===== config.mk =====
export PLATFORM = sky130hd
export DESIGN_NAME = game_ctrl
export DESIGN_NICKNAME = d
export VERILOG_FILES = /design/src/rtl/game_pkg.sv /design/src/rtl/game_ctrl_rise.sv /design/src/rtl/game_ctrl.sv
export SDC_FILE = /design/constraint.sdc
export NUM_CORES = 1
export LEC_CHECK = 0
export ABC_AREA = 0
export BUFFER_PORTS_ARGS = -buffer_cell sky130_fd_sc_hd__buf_2
export CAP_MARGIN = 20
export CELL_PAD_IN_SITES_DETAIL_PLACEMENT = 1
export CELL_PAD_IN_SITES_GLOBAL_PLACEMENT = 1
export CORE_MARGIN = 2
export CORE_UTILIZATION = 41
export CTS_CLUSTER_SIZE = 14
export DETAILED_ROUTE_END_ITERATION = 6
export GPL_TIMING_DRIVEN = 1
export PLACE_DENSITY = 0.79
export SYNTH_ARGS = -nofsm -noshare
export SYNTH_HDL_FRONTEND = slang
export SYNTH_SLANG_ARGS = --single-unit

===== constraint.sdc =====
create_clock -name pclk -period 3.5 [get_ports pclk]
set_clock_uncertainty 0.1 [all_clocks]
set_input_delay 0.35 -clock pclk [delete_from_list [all_inputs] [get_ports pclk]]
set_output_delay 0.35 -clock pclk [all_outputs]
set_load 0.01 [all_outputs]

===== src/rtl/game_pkg.sv =====
// Shared game constants: screen codes, geometry and start-button hitbox.
// Imported by the game sequencer and the screen multiplexer.
package game_pkg;

    localparam logic [1:0] SCR_START = 2'd0;
    localparam logic [1:0] SCR_PLAY  = 2'd1;
    localparam logic [1:0] SCR_OVER  = 2'd2;

    typedef enum logic [1:0] {
        ST_START = SCR_START,
        ST_PLAY  = SCR_PLAY,
        ST_OVER  = SCR_OVER
    } state_t;

    localparam int SCREEN_WIDTH  = 1024;
    localparam int SCREEN_HEIGHT = 768;
    localparam int PIC_WIDTH     = 54;
    localparam int PIC_HEIGHT    = 53;

    // Centred icon origin, rounded up: 485, 358
    localparam int H_COORD = (SCREEN_WIDTH - PIC_WIDTH + 1) / 2;
    localparam int V_COORD = (SCREEN_HEIGHT - PIC_HEIGHT + 1) / 2;

    function automatic logic in_start_btn(
        input logic [11:0] x,
        input logic [11:0] y
    );
        return (x >= 12'(H_COORD))
            && (x <  12'(H_COORD + PIC_WIDTH))
            && (y >= 12'(V_COORD))
            && (y <  12'(V_COORD + PIC_HEIGHT));
    endfunction

endpackage


===== src/rtl/game_ctrl_rise.sv =====
// Rising-edge detector: one-cycle pulse when the input goes high.
// Input is assumed already synchronous to pclk.
module rise_detect (
    input  logic pclk,
    input  logic rst,
    input  logic in,
    output logic pulse
);

    logic in_q;

    // Register the previous input level
    always_ff @(posedge pclk) begin
        if (rst) in_q <= 1'b0;
        else     in_q <= in;
    end

    assign pulse = in & ~in_q;

endmodule


===== src/rtl/game_ctrl.sv =====
// Game-level sequencer: START -> PLAY -> OVER, countdown and score.
// Screen code is committed only on frame ticks.
module game_ctrl
    import game_pkg::*;
#(
    parameter int FRAMES_PER_SEC = 60,
    parameter int GAME_TIME      = 30,
    parameter int OVER_HOLD      = 120
) (
    input  logic        pclk,
    input  logic        rst,
    input  logic        mouse_left,
    input  logic [11:0] xpos,
    input  logic [11:0] ypos,
    input  logic        vsync,
    input  logic        hit,
    output logic [1:0]  screen_sel,
    output logic        game_active,
    output logic [7:0]  time_left,
    output logic [7:0]  score
);

    localparam int FC_W   = $clog2(FRAMES_PER_SEC + 1);
    localparam int HOLD_W = (OVER_HOLD < 1) ? 1 : $clog2(OVER_HOLD + 1);

    state_t            state;
    state_t            state_nxt;
    logic [FC_W-1:0]   frame_cnt;
    logic [HOLD_W-1:0] hold_cnt;
    logic [1:0]        sel_pend;
    logic              click;
    logic              tick;
    logic              sec_wrap;
    logic              hold_done;

    rise_detect u_click (
        .pclk  (pclk),
        .rst   (rst),
        .in    (mouse_left),
        .pulse (click)
    );

    rise_detect u_tick (
        .pclk  (pclk),
        .rst   (rst),
        .in    (vsync),
        .pulse (tick)
    );

    assign sel_pend  = state;
    assign sec_wrap  = (frame_cnt == FC_W'(FRAMES_PER_SEC - 1));
    assign hold_done = (hold_cnt == HOLD_W'(OVER_HOLD));

    // Next-state decode from clicks, countdown expiry and OVER hold
    always_comb begin
        state_nxt = state;
        unique case (state)
            ST_START:
                if (click && in_start_btn(xpos, ypos))
                    state_nxt = ST_PLAY;
            ST_PLAY:
                if (tick && sec_wrap && time_left <= 8'd1)
                    state_nxt = ST_OVER;
            ST_OVER:
                if (click && hold_done)
                    state_nxt = ST_START;
            default:
                state_nxt = ST_START;
        endcase
    end

    // State, counters, score and the frame-aligned screen commit
    always_ff @(posedge pclk) begin
        if (rst) begin
            state       <= ST_START;
            screen_sel  <= SCR_START;
            game_active <= 1'b0;
            time_left   <= 8'd0;
            score       <= 8'd0;
            frame_cnt   <= '0;
            hold_cnt    <= '0;
        end else begin
            state       <= state_nxt;
            game_active <= (state_nxt == ST_PLAY);
            if (tick)
                screen_sel <= sel_pend;
            unique case (state)
                ST_START: begin
                    if (state_nxt == ST_PLAY) begin
                        time_left <= 8'(GAME_TIME);
                        score     <= 8'd0;
                        frame_cnt <= '0;
                    end
                end
                ST_PLAY: begin
                    if (tick) begin
                        if (sec_wrap) begin
                            frame_cnt <= '0;
                            if (time_left != 8'd0)
                                time_left <= time_left - 8'd1;
                            if (state_nxt == ST_OVER)
                                hold_cnt <= '0;
                        end else begin
                            frame_cnt <= frame_cnt + 1'b1;
                        end
                    end
                    if (hit && score != 8'hFF)
                        score <= score + 8'd1;
                end
                ST_OVER: begin
                    if (tick && !hold_done)
                        hold_cnt <= hold_cnt + 1'b1;
                end
                default: ;
            endcase
        end
    end

endmodule


==> metrics.csv <==
metric;value;unit
status;completed;
worst-skew pair later-pin latency;0.29;ns
Pwr Total;0.813;mW
ys async rst share;0;%
synth unique cells;49;
Final period util;58.5;%
Final Critical Period;2.05;ns
initial DRC count;63;
largest net degree at the start of global routing;28;
Die H;72.3;µm
post-synthesis cell type with the largest combined area;dfxtp_1;
via count;1808;
Clock Tree Buf Depth;2;
I/O pin cnt;48;
Initial Util;43.3;%
number of diodes;0;
Reg-to-Reg Start;frame_cnt[0]$_SDFFE_PP0P_;
CP required;3.63;ns
P_leak;0.884;nW
number of synthesized flops with an enable pin;0;
Yosys warnings;0;
via count of the first global-routing pass;1790;
fillers;549;
worst-path cell chain;ha_1, and4b_1, and4_4, a21oi_2, or4_1, a21oi_1;
Bufs and invs on worst path;0;
CTS Buf Count;5;
post-synth design cell area;1910;µm²
core area;4410;µm²
final worst setup slack;1.45;ns
WHS;0.191;ns
syn_area_per_cell;8.43;µm²
Max FO, Critical Path;13;
placer congestion estimate;0.770;
CTS tree;done;
Num Clock Sinks;36;
RSZ-0062 raised after global routing;no;
kind of critical path;reg -> reg;
# nets final;309;
r2r setup slk;1.45;ns
P&R area growth vs syn;19.2;%
Syn Nets;263;
Final Core Density;51.6;%
Slowest-stage cell, CP;or4_1;
Worst Reg2Reg Path Length in Cells;6;
Max VDD drop;0.000225;V
post-synthesis sequential area ratio;37.7;%
post-synthesis register bit count;36;
Crit path max-delay family;simple AND/OR/NAND/NOR gates;
Startpoint Class;register;
Post-Synthesis Cells;227;
first-pass GRT wire length;7990;µm
FP Rows;24;
register area;721;µm²
final hold viol count;0;
worst reg2reg endpoint;hold_cnt[5]$_SDFFE_PP0P_;
Reg clk slew, reported paths;0.08;ns
H-tree Lvls;2;
Pre-antenna DRT Iters;4;
Place WS;1.29;ns
DRC;0;
pwr/cell area;357;nW/µm²
highest clock rate;489;MHz
worst path arrival time;2.17;ns
Final ANT Viol Nets;0;
Detailed Place HPWL;3490;µm
TNS Setup;0;ns
initial antenna violation count;0;
worst-margin pin slew;0.539;ns
CTS Hold Bufs;0;
die area;5230;µm²
routed len/inst;14.3;µm
ratio of cells with drive above 1 in the final layout;23.4;%
relative slew slack;64.0;%
GRT Resource Usage Total;18.9;%
Post-CTS Setup Bufs;0;
grt ovf;0;
number of cells on the critical path;6;
Slew Limit Fails;0;
# resized after CTS;0;
WL final;4660;µm
Critical Path End;hold_cnt[5]$_SDFFE_PP0P_;
main flop type after synthesis;dfxtp_1;
Avg Vias per Cell;5.55;
port bufs;47;
multi-input logic area;1110;µm²
largest cells by area after synthesis;dfxtp_1 (38%), a21oi_1 (5.5%), ha_1 (4.6%), nand2_1 (3.7%), nor2_1 (3.7%);
root buf cell;clkbuf_8;
hold crit path type;in -> reg;
CP max stage delay;0.48;ns
crit path launch;frame_cnt[0]$_SDFFE_PP0P_;
Synth top area share;37.7;%
Max-Cap Viols;0;
die width;72.3;µm
CP Capture Type;register;
endpoints failing setup;0;
[state kept, by name (all words and copies together), names as in the netlist]
| signal | cells |
|---|---|
| score | 8 |
| time_left | 8 |
| hold_cnt | 7 |
| frame_cnt | 6 |
| screen_sel | 2 |
| sel_pend | 2 |
| game_active | 1 |
| u_click.in_q | 1 |
| u_tick.in_q | 1 |
[logic make-up (layout without fill, tap and decap cells)]
logic type      Yosys count  in the layout  synth area share (%)
compound gates           45             45                  15.4
xor+xnor                 12             12                  5.49
fa+ha+maj                 7              7                  4.58
buf+inv                  18             65                  4.51
flops                    36             36                  37.7
mux                       5              5                  2.62
simple gates            104            104                  29.8
[final cells by class]
class                           instances  share of cell area (%)
Multi-Input combinational cell        173                    48.5
Sequential cell                        36                    31.6
Timing Repair Buffer                   48                    10.6
Clock buffer                            5                    3.02
Tap cell                               52                    2.85
Clock inverter                          3                    1.87
Inverter                                9                    1.48
[metrics by stage]
step / instance area [µm²] / std cells
final: 2280 / 326
after CTS: 2280 / 326
after floorplan: 1910 / 227
after detailed placement: 2170 / 318
after global routing: 2280 / 326
after global placement: 2170 / 318
[cell usage after synthesis (2+ instances only)]
library cell	n
dfxtp_1	36
a21oi_1	21
nand2_1	19
nor2_1	19
nand3_1	14
inv_1	9
nor3_1	8
ha_1	7
xor2_1	7
nand4_1	6
mux2i_1	5
nand2b_1	5
o21ai_0	5
or3_1	5
xnor2_1	5
clkbuf_1	4
nand3b_1	4
nor2b_1	4
a311oi_1	3
and3_1	3
buf_2	3
a31oi_1	2
and4_1	2
buf_6	2
nor4b_1	2
o211ai_1	2
o31ai_1	2
or2_2	2
[where the power goes]
part | internal (mW) | leakage, nW | switching, mW
Clock | 0.211 | 0.0541 | 0.155
Combinational | 0.0177 | 0.540 | 0.0191
Sequential | 0.410 | 0.290 | 0.000411
[metal layers]
metal,GRT usage [%],wire length (µm),vias to the layer above
li1,-,-,914
met1,23.6,2190,871
met2,32.8,2320,16
met3,4.31,107,7
met4,4.82,41,0
met5,0,0,-
[cells in the final DEF (no fill, tap or decap), types with 2 or more instances in the layout]
| cell | synthesis | layout |
|---|---|---|
| a311oi_1 | 3 | 3 |
| buf_2 | 3 | 47 |
| dfxtp_1 | 36 | 36 |
| clkbuf_8 | 0 | 5 |
| a31oi_1 | 2 | 2 |
| o211ai_1 | 2 | 2 |
| nand3_1 | 14 | 14 |
| nor2_1 | 19 | 19 |
| nor2b_1 | 4 | 4 |
| and3_1 | 3 | 3 |
| and4_1 | 2 | 2 |
| o21ai_0 | 5 | 5 |
| xor2_1 | 7 | 7 |
| ha_1 | 7 | 7 |
| nand2_1 | 19 | 19 |
| nand3b_1 | 4 | 4 |
| xnor2_1 | 5 | 5 |
| mux2i_1 | 5 | 5 |
| o31ai_1 | 2 | 2 |
| or3_1 | 5 | 5 |
| or2_2 | 2 | 2 |
| nor4b_1 | 2 | 2 |
| inv_1 | 9 | 9 |
| nor3_1 | 8 | 8 |
| a21oi_1 | 21 | 21 |
| nand4_1 | 6 | 6 |
| nand2b_1 | 5 | 5 |
[how the worst min path moves through the flow]
stage / startpoint / to / slack (ns) / depth (start not counted)
after CTS: mouse_left / u_click.in_q$_SDFF_PP0_ / 0.19 / 2
after detailed placement: screen_sel[0]$_SDFFE_PP0P_ / screen_sel[0]$_SDFFE_PP0P_ / 0.38 / 2
final: mouse_left / u_click.in_q$_SDFF_PP0_ / 0.19 / 2
after global routing: mouse_left / u_click.in_q$_SDFF_PP0_ / 0.19 / 2
after global placement: hold_cnt[5]$_SDFFE_PP0P_ / hold_cnt[5]$_SDFFE_PP0P_ / 0.37 / 2
after floorplan: frame_cnt[5]$_SDFFE_PP0P_ / frame_cnt[5]$_SDFFE_PP0P_ / 0.34 / 1
Note: power is estimated with default switching activity, not from simulation.
